File: config.mk
export PLATFORM = sky130hd
export DESIGN_NAME = load_store_unit_flat
export DESIGN_NICKNAME = d
export VERILOG_FILES = /design/src/rtl/mips_lsu_pkg.sv /design/src/rtl/load_store_unit_if.sv /design/src/rtl/lsu_lane_align.sv /design/src/rtl/load_store_unit.sv /design/src/flat_wrapper.sv
export SDC_FILE = /design/constraint.sdc
export NUM_CORES = 1
export LEC_CHECK = 0
export BUFFER_PORTS_ARGS = -buffer_cell sky130_fd_sc_hd__buf_2
export CAP_MARGIN = 20
export CORE_ASPECT_RATIO = 0.5
export CORE_MARGIN = 4
export CORE_UTILIZATION = 55
export CTS_CLUSTER_DIAMETER = 50
export DETAILED_ROUTE_END_ITERATION = 7
export GPL_ROUTABILITY_DRIVEN = 0
export PLACE_DENSITY = 0.91
export SLEW_MARGIN = 5
export SYNTH_ARGS = -nofsm -noshare
export SYNTH_HDL_FRONTEND = slang
export SYNTH_SLANG_ARGS = --single-unit
File: constraint.sdc
create_clock -name clk -period 3.77 [get_ports clk]
set_clock_uncertainty 0.15 [all_clocks]
set_input_delay 0.377 -clock clk [delete_from_list [all_inputs] [get_ports clk]]
set_output_delay 0.377 -clock clk [all_outputs]
set_load 0.1 [all_outputs]
File: src/rtl/mips_lsu_pkg.sv
// rtl/mips_lsu_pkg.sv - shared sizes, state encoding and defaults for the load/store unit
package mips_lsu_pkg;

  localparam logic [1:0] SIZE_BYTE = 2'b00;
  localparam logic [1:0] SIZE_HALF = 2'b01;
  localparam logic [1:0] SIZE_WORD = 2'b10;

  localparam int ADDR_W_DEF      = 10;
  localparam int TIMEOUT_CYC_DEF = 255;

  typedef enum logic [1:0] {
    S_IDLE = 2'd0,
    S_RD   = 2'd1,
    S_WR   = 2'd2,
    S_RESP = 2'd3
  } lsu_state_e;

  // Size 11 and any access not aligned to its own width never reach memory.
  function automatic logic access_illegal(input logic [1:0] size, input logic [1:0] addr_lo);
    return (size == 2'b11) ||
           (size == SIZE_HALF && addr_lo[0]) ||
           (size == SIZE_WORD && addr_lo != 2'b00);
  endfunction

endpackage

File: src/rtl/load_store_unit_if.sv
// rtl/load_store_unit_if.sv - execute-side request/response and data-memory bus of the load/store unit
interface load_store_unit_if
  import mips_lsu_pkg::*;
#(
  parameter int ADDR_W = ADDR_W_DEF
);

  logic              req_valid;
  logic              req_ready;
  logic              req_write;
  logic [1:0]        req_size;
  logic              req_signed;
  logic [31:0]       req_addr;
  logic [31:0]       req_wdata;
  logic              resp_valid;
  logic [31:0]       resp_rdata;
  logic              resp_err;
  logic              stall;
  logic              mem_req;
  logic              mem_we;
  logic [ADDR_W-1:0] mem_addr;
  logic [31:0]       mem_wdata;
  logic              mem_ack;
  logic [31:0]       mem_rdata;

  modport slave (
    input  req_valid, req_write, req_size, req_signed, req_addr, req_wdata,
    input  mem_ack, mem_rdata,
    output req_ready, resp_valid, resp_rdata, resp_err, stall,
    output mem_req, mem_we, mem_addr, mem_wdata
  );

  modport master (
    output req_valid, req_write, req_size, req_signed, req_addr, req_wdata,
    output mem_ack, mem_rdata,
    input  req_ready, resp_valid, resp_rdata, resp_err, stall,
    input  mem_req, mem_we, mem_addr, mem_wdata
  );

endinterface

File: src/rtl/lsu_lane_align.sv
// rtl/lsu_lane_align.sv - little-endian lane extract/extend for loads and lane merge for sub-word stores
module lsu_lane_align
  import mips_lsu_pkg::*;
(
  input  logic [31:0] rdata,
  input  logic [1:0]  addr_lo,
  input  logic [1:0]  size,
  input  logic        is_signed,
  input  logic [31:0] wdata,
  output logic [31:0] load_data,
  output logic [31:0] merged
);

  logic [7:0]  byte_sel;
  logic [15:0] half_sel;

  always_comb begin
    byte_sel  = rdata[{addr_lo, 3'b000} +: 8];
    half_sel  = addr_lo[1] ? rdata[31:16] : rdata[15:0];
    load_data = rdata;
    case (size)
      SIZE_BYTE: load_data = {{24{is_signed & byte_sel[7]}}, byte_sel};
      SIZE_HALF: load_data = {{16{is_signed & half_sel[15]}}, half_sel};
      default:   load_data = rdata;
    endcase
  end

  // rdata doubles as the old word during the read half of a read-modify-write.
  always_comb begin
    merged = rdata;
    case (size)
      SIZE_BYTE: merged[{addr_lo, 3'b000} +: 8]  = wdata[7:0];
      SIZE_HALF: merged[{addr_lo[1], 4'b0000} +: 16] = wdata[15:0];
      default:   merged = wdata;
    endcase
  end

endmodule

File: src/rtl/load_store_unit.sv
// rtl/load_store_unit.sv - memory-stage FSM: word-memory loads/stores with RMW sub-word stores and ack timeout
module load_store_unit
  import mips_lsu_pkg::*;
#(
  parameter int ADDR_W      = ADDR_W_DEF,
  parameter int TIMEOUT_CYC = TIMEOUT_CYC_DEF
) (
  input  logic             clk,
  input  logic             rst,
  load_store_unit_if.slave bus
);

  localparam int CNT_W = $clog2(TIMEOUT_CYC + 1);
  localparam logic [CNT_W-1:0] CNT_LAST = CNT_W'(TIMEOUT_CYC - 1);

  lsu_state_e        state_q, state_d;
  logic [1:0]        addr_lo_q, addr_lo_d;
  logic [1:0]        size_q, size_d;
  logic              signed_q, signed_d;
  logic              write_q, write_d;
  logic [31:0]       wdata_q, wdata_d;
  logic [31:0]       rdata_q, rdata_d;
  logic              err_q, err_d;
  logic              mem_req_q, mem_req_d;
  logic              mem_we_q, mem_we_d;
  logic [ADDR_W-1:0] mem_addr_q, mem_addr_d;
  logic [31:0]       mem_wdata_q, mem_wdata_d;
  logic [CNT_W-1:0]  cnt_q, cnt_d;

  logic [31:0] load_data;
  logic [31:0] merged;
  logic        unused_addr_hi;

  // Upper address bits are dropped so accesses wrap within the memory.
  assign unused_addr_hi = ^bus.req_addr[31:ADDR_W+2];

  lsu_lane_align u_align (
    .rdata     (bus.mem_rdata),
    .addr_lo   (addr_lo_q),
    .size      (size_q),
    .is_signed (signed_q),
    .wdata     (wdata_q),
    .load_data (load_data),
    .merged    (merged)
  );

  always_comb begin
    state_d     = state_q;
    addr_lo_d   = addr_lo_q;
    size_d      = size_q;
    signed_d    = signed_q;
    write_d     = write_q;
    wdata_d     = wdata_q;
    rdata_d     = rdata_q;
    err_d       = err_q;
    mem_req_d   = mem_req_q;
    mem_we_d    = mem_we_q;
    mem_addr_d  = mem_addr_q;
    mem_wdata_d = mem_wdata_q;
    cnt_d       = cnt_q;

    case (state_q)
      S_IDLE: begin
        if (bus.req_valid) begin
          addr_lo_d  = bus.req_addr[1:0];
          size_d     = bus.req_size;
          signed_d   = bus.req_signed;
          write_d    = bus.req_write;
          wdata_d    = bus.req_wdata;
          mem_addr_d = bus.req_addr[ADDR_W+1:2];
          cnt_d      = '0;
          if (access_illegal(bus.req_size, bus.req_addr[1:0])) begin
            state_d = S_RESP;
            err_d   = 1'b1;
            rdata_d = '0;
          end else if (!bus.req_write || bus.req_size != SIZE_WORD) begin
            state_d   = S_RD;
            mem_req_d = 1'b1;
            mem_we_d  = 1'b0;
          end else begin
            state_d     = S_WR;
            mem_req_d   = 1'b1;
            mem_we_d    = 1'b1;
            mem_wdata_d = bus.req_wdata;
          end
        end
      end
      S_RD: begin
        if (bus.mem_ack) begin
          if (!write_q) begin
            state_d   = S_RESP;
            mem_req_d = 1'b0;
            rdata_d   = load_data;
            err_d     = 1'b0;
          end else begin
            // Write phase follows the read with mem_req held high.
            state_d     = S_WR;
            mem_we_d    = 1'b1;
            mem_wdata_d = merged;
            cnt_d       = '0;
          end
        end else if (cnt_q == CNT_LAST) begin
          state_d   = S_RESP;
          mem_req_d = 1'b0;
          rdata_d   = '0;
          err_d     = 1'b1;
        end else begin
          cnt_d = cnt_q + 1'b1;
        end
      end
      S_WR: begin
        if (bus.mem_ack || cnt_q == CNT_LAST) begin
          state_d   = S_RESP;
          mem_req_d = 1'b0;
          mem_we_d  = 1'b0;
          rdata_d   = '0;
          err_d     = !bus.mem_ack;
        end else begin
          cnt_d = cnt_q + 1'b1;
        end
      end
      default: begin
        state_d = S_IDLE;
      end
    endcase
  end

  always_ff @(posedge clk) begin
    if (rst) begin
      state_q     <= S_IDLE;
      addr_lo_q   <= '0;
      size_q      <= '0;
      signed_q    <= 1'b0;
      write_q     <= 1'b0;
      wdata_q     <= '0;
      rdata_q     <= '0;
      err_q       <= 1'b0;
      mem_req_q   <= 1'b0;
      mem_we_q    <= 1'b0;
      mem_addr_q  <= '0;
      mem_wdata_q <= '0;
      cnt_q       <= '0;
    end else begin
      state_q     <= state_d;
      addr_lo_q   <= addr_lo_d;
      size_q      <= size_d;
      signed_q    <= signed_d;
      write_q     <= write_d;
      wdata_q     <= wdata_d;
      rdata_q     <= rdata_d;
      err_q       <= err_d;
      mem_req_q   <= mem_req_d;
      mem_we_q    <= mem_we_d;
      mem_addr_q  <= mem_addr_d;
      mem_wdata_q <= mem_wdata_d;
      cnt_q       <= cnt_d;
    end
  end

  assign bus.req_ready  = (state_q == S_IDLE);
  assign bus.resp_valid = (state_q == S_RESP);
  assign bus.resp_rdata = rdata_q;
  assign bus.resp_err   = err_q;
  assign bus.stall      = (state_q == S_RD) || (state_q == S_WR);
  assign bus.mem_req    = mem_req_q;
  assign bus.mem_we     = mem_we_q;
  assign bus.mem_addr   = mem_addr_q;
  assign bus.mem_wdata  = mem_wdata_q;

endmodule

File: src/flat_wrapper.sv
// flat-port wrapper written by rule: the top's interface ports become plain ports
module load_store_unit_flat import mips_lsu_pkg::*;
#(
  parameter int ADDR_W      = ADDR_W_DEF,
  parameter int TIMEOUT_CYC = TIMEOUT_CYC_DEF
)
  (clk, rst, bus_req_valid, bus_req_write, bus_req_size, bus_req_signed, bus_req_addr, bus_req_wdata, bus_mem_ack, bus_mem_rdata, bus_req_ready, bus_resp_valid, bus_resp_rdata, bus_resp_err, bus_stall, bus_mem_req, bus_mem_we, bus_mem_addr, bus_mem_wdata);
  load_store_unit_if #(.ADDR_W(ADDR_W)) bus_i ();
  input  logic clk;
  input  logic rst;
  input wire logic [$bits(bus_i.req_valid)-1:0] bus_req_valid;
  input wire logic [$bits(bus_i.req_write)-1:0] bus_req_write;
  input wire logic [$bits(bus_i.req_size)-1:0] bus_req_size;
  input wire logic [$bits(bus_i.req_signed)-1:0] bus_req_signed;
  input wire logic [$bits(bus_i.req_addr)-1:0] bus_req_addr;
  input wire logic [$bits(bus_i.req_wdata)-1:0] bus_req_wdata;
  input wire logic [$bits(bus_i.mem_ack)-1:0] bus_mem_ack;
  input wire logic [$bits(bus_i.mem_rdata)-1:0] bus_mem_rdata;
  output wire logic [$bits(bus_i.req_ready)-1:0] bus_req_ready;
  output wire logic [$bits(bus_i.resp_valid)-1:0] bus_resp_valid;
  output wire logic [$bits(bus_i.resp_rdata)-1:0] bus_resp_rdata;
  output wire logic [$bits(bus_i.resp_err)-1:0] bus_resp_err;
  output wire logic [$bits(bus_i.stall)-1:0] bus_stall;
  output wire logic [$bits(bus_i.mem_req)-1:0] bus_mem_req;
  output wire logic [$bits(bus_i.mem_we)-1:0] bus_mem_we;
  output wire logic [$bits(bus_i.mem_addr)-1:0] bus_mem_addr;
  output wire logic [$bits(bus_i.mem_wdata)-1:0] bus_mem_wdata;
  assign bus_i.req_valid = bus_req_valid;
  assign bus_i.req_write = bus_req_write;
  assign bus_i.req_size = bus_req_size;
  assign bus_i.req_signed = bus_req_signed;
  assign bus_i.req_addr = bus_req_addr;
  assign bus_i.req_wdata = bus_req_wdata;
  assign bus_i.mem_ack = bus_mem_ack;
  assign bus_i.mem_rdata = bus_mem_rdata;
  assign bus_req_ready = bus_i.req_ready;
  assign bus_resp_valid = bus_i.resp_valid;
  assign bus_resp_rdata = bus_i.resp_rdata;
  assign bus_resp_err = bus_i.resp_err;
  assign bus_stall = bus_i.stall;
  assign bus_mem_req = bus_i.mem_req;
  assign bus_mem_we = bus_i.mem_we;
  assign bus_mem_addr = bus_i.mem_addr;
  assign bus_mem_wdata = bus_i.mem_wdata;
  load_store_unit #(.ADDR_W(ADDR_W), .TIMEOUT_CYC(TIMEOUT_CYC)) u_core (.clk(clk), .rst(rst), .bus(bus_i));
endmodule
**Yosys cells after proc, flatten, opt, wreduce, memory -nomap -nowiden**

Cells that the tools add are included.

- Logic and storage cells: 116
- Flip-flop bits (word level): 125

- Equal/unequal tests: 21
- Bitwise gates (word level): 2
- Multiplexer cells: 51
- Add/sub/neg operators: 3
- Reductions and logical operators: 21
- Shift operators: 5

Operators by type and width:

| kind | count |
|---|---|
| $mux 32 | 11 |
| $pmux 32 s2 | 3 |
| $pmux 32 s3 | 1 |
| $bwmux 32 | 2 |
| $mux 8 | 5 |
| $shift 16x7->32 const A | 1 |
| $shift 8x7->32 const A | 1 |
| $shiftx 16x7->32 | 1 |
| $shiftx 32x6->8 | 1 |
| $shiftx 8x7->32 | 1 |
| $pmux 8 s3 | 1 |
| $reduce_and 6->1 | 4 |
| $mux 1 | 17 |
| $mux 16 | 1 |
| $neg 5->7 | 2 |
| $mux 2 | 6 |
| $ne 2x2->1 const B | 6 |
| $pmux 1 s3 | 3 |
| $add 8x1->8 const B | 1 |
| $eq 2x2->1 const B | 4 |
| $eq 8x8->1 const B | 1 |
| $eq 2x1->1 const B | 3 |
| $ne 2x1->1 const B | 3 |
| $ne 3x2->1 const B | 2 |
| 12 further kinds | 22 |

**Logic depth before layout (Yosys ltp)**

- Depth in word-level cells: 7
- Mapped depth: 10
- Gate-level depth less buffers: 6

**Hierarchy**

A second synthesis with hierarchy kept.

- Cells, all modules: 850
- Area total of the unflattened synthesis: 6937.9 µm²

By module, submodules not included:

| module | instances | area each (µm²) | cells an instance |
|---|---|---|---|
| load_store_unit | 1 | 5330.1 | 603 |
| lsu_lane_align | 1 | 1607.8 | 247 |

**Least setup slack after synthesis**

No wires, ideal clock.

- Kind: register -> register
- Start point: register u_core.state_q[0]
- End point: register u_core.mem_wdata_q[26] (netlist: u_core.bus.mem_wdata[26])
- Data arrival time: 2.454 ns
- Period minus slack after synthesis: 2.723 ns
- Buffers on the path: 3
- Stages on the path, launching flop included: 10
- Slack: 1.047 ns
- Path through: dfxtp_1 -> inv_1 -> ha_1 -> clkbuf_1 -> nor2b_1 -> a31o_2 -> and3_1 -> buf_2 -> buf_2 -> a32o_1

- Word-level cells in the longest chain between the ends: 3

Ends and longest elaborated chain:

| element | line | RTL |
|---|---|---|
| from (decl) | load_store_unit.sv:16 | `lsu_state_e state_q, state_d;` |
| from (signal assigned) | load_store_unit.sv:144 | `state_q <= state_d;` |
| $logic_not 2->1 * | -- |  |
| named net bus_req_ready | flat_wrapper.sv:19 | `output wire logic [$bits(bus_i.req_ready)-1:0] bus_req_ready;` |
| $ne 2x2->1 (no source line) or $reduce_bool 2->1 (tied branches) | -- |  |
| $reduce_and 6->1 (no source line) | -- |  |
| to (signal assigned) | load_store_unit.sv:155 | `mem_wdata_q <= mem_wdata_d;` |
| to (decl) | load_store_unit.sv:27 | `logic [31:0] mem_wdata_q, mem_wdata_d;` |

The timed path passes the listed nets; every way through them passes the cells marked *.
A chain may end at the register's enable or synchronous reset.

**Final worst setup path**

- Start point: register u_core.addr_lo_q[1]
- End point: register u_core.mem_wdata_q[6] (netlist: u_core.bus.mem_wdata[6])

- Word-level cells in the longest chain between the ends: 7

Ends and longest elaborated chain:

| element | line | RTL |
|---|---|---|
| from (decl) | load_store_unit.sv:17 | `logic [1:0] addr_lo_q, addr_lo_d;` |
| from (signal assigned) | load_store_unit.sv:145 | `addr_lo_q <= addr_lo_d;` |
| $neg 5->7, on equally long branches | lsu_lane_align.sv:33, lsu_lane_align.sv:32 |  |
| $shiftx 16x7->32 (tied with other cells) | lsu_lane_align.sv:33 | `SIZE_HALF: merged[{addr_lo[1], 4'b0000} +: 16] = wdata[15:0];` |
| $bwmux 32, on equally long branches | lsu_lane_align.sv:33, lsu_lane_align.sv:32 |  |
| $pmux 32 s2 * | lsu_lane_align.sv:31 | `case (size)` |
| $mux 32 * | load_store_unit.sv:90 | `if (!write_q) begin` |
| $mux 32 * | load_store_unit.sv:89 | `if (bus.mem_ack) begin` |
| $pmux 32 s2 * | load_store_unit.sv:62 | `case (state_q)` |

Mark *: on every way between the ends. The rest lies on a longest branch, timed or not. The select of a mux whose other input is x is not followed.

==> metrics.md <==
| Metric | Value |
|---|---|
| Layer with the highest usage | met2 |
| Max-slew headroom at the worst pin | 26.9% |
| Global-route wire length before repair | approximately 34000 um |
| Endpoints failing setup | 0 |
| Slew Viols, Final | 0 |
| YS warnings | 0 |
| Async set or reset register ratio after synthesis | 0% |
| Peak fanout along the critical path | 21 |
| Clock tree from TritonCTS | done |
| Standard cell core area | 11800 um^2 |
| Largest net degree at the start of global routing | between 50 and 60 |
| Number of different library cells in the post-synthesis netlist | 70 |
| Top-area cell type share of the netlist area | 37.6% |
| FF/Latch Area | 2500 um^2 |
| Max Clock Freq | 347 MHz |
| Kind of critical path | flop to flop |
| Syn nets | between 900 and 1000 |
| Starting density of the core | a little under three fifths |
| Longest Clk Path Bufs | 2 |
| Status | complete, no violations |
| Dominant cells by area after synthesis | sky130_fd_sc_hd__dfxtp_1 (38%), sky130_fd_sc_hd__nand2_1 (7.7%), sky130_fd_sc_hd__a21oi_1 (4.4%) |
| Final TNS setup | 0 ns |
| Endpoint kind of the worst setup timing path | flop |
| Sink Count | approximately 130 |
| Vertical die dimension | 85.8 um |
| Horizontal extent of the die | around 160 um |
| Grt met3 use | 8.79% |
| Post-route minimum period | 2.88 ns |
| Initial antenna violation count | 0 |
| Sequential fraction of the synthesis area | between 30% and 40% |
| GRT Resource Usage Total | a little under a third |
| Global-route met1 utilization | about two fifths |
| Via-to-Cell Ratio | between 6 and 7 |
| Post-synthesis instance total | about 800 |
| Drt drc | 0 |
| Number of resized instances in the post-cts repair step | 0 |
| Multi-input logic area | roughly 3700 um^2 |
| Fill cell count | 943 |
| H-tree depth | 4 |
| Synthesis-stage register bit count | 125 |
| Average wire per standard cell | slightly above 20 um |
| Post-synth EDFFs | 0 |
| Die ar. | approximately 14000 um^2 |
| Met2 GRT Util | 47.2% |
| Worst-case setup slack after placement | 1.10 ns |
| Final critical-path setup slack | 0.886 ns |
| Vias in the first global route | about 6600 |
| Cell types with the highest counts after synthesis | sky130_fd_sc_hd__nand2_1 (137), sky130_fd_sc_hd__dfxtp_1 (125), sky130_fd_sc_hd__a21oi_1 (58) |
| TritonCTS Buffers | 17 |
| Ports placed on the boundary | approximately 180 |
| Post-layout instance area | roughly 8100 um^2 |
| Antenna violation net count after detailed routing | 0 |
| Total routed wirelength | around 22000 um |
| Fraction of final layout cells with drive strength greater than 1 | a little over a quarter |
| Detailed router's first-iteration violation count | 1132 |
| Via total after detailed routing | ~7200 |
| Remaining global-route overflow | 0 |
| Static Leak | approximately 3.2 nW |
| Cell Area, Synth | 6660 um^2 |
| Drt first pass iters | 7 |
| Port Buffer Count | 163 |
| Count of nets after finishing | between 1000 and 1500 |
| Area grow syn2layout | 21.2% |
| Clock insertion delay at the later pin of the skew report | 0.42 ns |
| Number of maximum-capacitance violations | 0 |
| Syn Area/Cell | 8.31 um^2 |
| WP data arrival | 3.10 ns |
| Leading register cell type out of synthesis | sky130_fd_sc_hd__dfxtp_1 |
| Area post-placement | around 7400 um^2 |
| Worst EP required | around 4 ns |
| Period utilization | 76.5% |
| Transition time at the pin with the least slew margin | around 1.1 ns |
| Rows | 28 |
| Worst hold-check path type | input pin to flop |
| Most frequent cell after synthesis | sky130_fd_sc_hd__nand2_1 |
| Number of buffers added for setup after CTS | 0 |
| Number of inserted diodes | 0 |
| Cts hold-fix bufs | 0 |
| Hold violation count in the final report | 0 |
| Root cell of the clock tree | sky130_fd_sc_hd__clkbuf_16 |
| Setup repair after global routing missed its margin | false |
| Slack of the worst reg-to-reg path | ~0.9 ns |
| DP Wirelength | 14900 um |
| Clock-pin slew on the worst setup and hold paths | around 0.06 ns |
| VDD IR-drop max | approximately 0.00046 V |
| Element type at the critical path start | flop |
| Total power divided by cell area | between 800 and 900 nW/um^2 |
| Cell taking the most area after synthesis | sky130_fd_sc_hd__dfxtp_1 |
==> cell families (layout without fill, tap and decap cells) <==
logic type                 Yosys count  in the layout  share of synthesized area, %
adders and majority gates           11             11                          2.07
DFF                                125            125                          37.6
AOI/OAI and AO/OA                  281            281                          33.1
and+or+nand+nor                    266            266                          19.6
muxes                                3              3                         0.451
buffers and inverters              115            245                          7.25
==> cell type report <==
cell class | count | share of cell area, %
multi-input cells | 561 | 45.6
inverters | 37 | 1.72
clock inverters | 12 | 2.09
repair buffers | 177 | 11.4
clock buffers | 19 | 5.61
well taps | 165 | 2.56
flip-flops and latches | 125 | 31.0
==> sequential cells by signal (all words and copies together), names as in the netlist <==
signal / count
u_core.bus.mem_addr: 10
u_core.write_q: 1
u_core.bus.mem_wdata: 32
u_core.bus.resp_rdata: 32
u_core.bus.mem_we: 1
u_core.signed_q: 1
u_core.state_q: 2
u_core.bus.mem_req: 1
u_core.bus.resp_err: 1
u_core.cnt_q: 8
u_core.size_q: 2
u_core.addr_lo_q: 2
u_core.wdata_q: 32
==> cell usage in the layout (no fill, tap or decap), types with 17 or more instances in the layout <==
master / count
sky130_fd_sc_hd__buf_2: 163
sky130_fd_sc_hd__nand2_1: 137
sky130_fd_sc_hd__dfxtp_1: 124
sky130_fd_sc_hd__clkbuf_16: 17
sky130_fd_sc_hd__nor2_1: 20
sky130_fd_sc_hd__a31oi_1: 21
sky130_fd_sc_hd__a22o_1: 33
sky130_fd_sc_hd__o21ai_0: 19
sky130_fd_sc_hd__a21oi_1: 57
sky130_fd_sc_hd__inv_1: 36
sky130_fd_sc_hd__nand3_1: 22
==> power by group <==
part,internal [mW],total [mW],switching (mW)
registers,1.57,1.76,0.190
clock network,1.13,1.73,0.599
logic,0.845,3.44,2.60
==> through the flow <==
| stage | cells | power (mW) | utilization [%] | hold slack (ns) |
|---|---|---|---|---|
| global placement | 1064 | 5.05 | 62.9 | 0.287 |
| floorplan | 801 | 4.56 | - | 0.282 |
| CTS | 1095 | 6.87 | 68.1 | 0.0360 |
| detailed placement | 1064 | 5.13 | 62.9 | 0.292 |
| finish | 1096 | 6.93 | 68.2 | 0.0419 |
| global route | 1096 | 7.19 | 68.2 | 0.0482 |
==> final timing paths <==
| check | end | startpoint | cells after the start |
|---|---|---|---|
| max | u_core.bus.mem_wdata[6]$_SDFFE_PP0P_ | u_core.addr_lo_q[1]$_SDFFE_PP0P_ | 6 |
| min | u_core.bus.mem_addr[6]$_SDFFE_PP0P_ | bus_req_addr[8] | 3 |
| max reg2reg | u_core.bus.mem_wdata[6]$_SDFFE_PP0P_ | u_core.addr_lo_q[1]$_SDFFE_PP0P_ | 6 |
| min reg2reg | u_core.bus.mem_addr[3]$_SDFFE_PP0P_ | u_core.bus.mem_addr[3]$_SDFFE_PP0P_ | 2 |
==> routing by layer <==
metal / wire (um) / vias to the layer above
met5: 0 / -
met4: 956 / 0
met3: 2810 / 112
met2: 9830 / 561
met1: 8550 / 3326
li1: - / 3221
==> critical path, stage by stage (launching register included) <==
cell	delay, ns
sky130_fd_sc_hd__dfxtp_1	0.31
sky130_fd_sc_hd__buf_4	0.25
sky130_fd_sc_hd__clkinv_1	0.33
sky130_fd_sc_hd__ha_1	0.33
sky130_fd_sc_hd__a2111oi_2	0.99
sky130_fd_sc_hd__a221o_1	0.32
sky130_fd_sc_hd__a22o_1	0.14
Power figures use the tool's default switching activity.
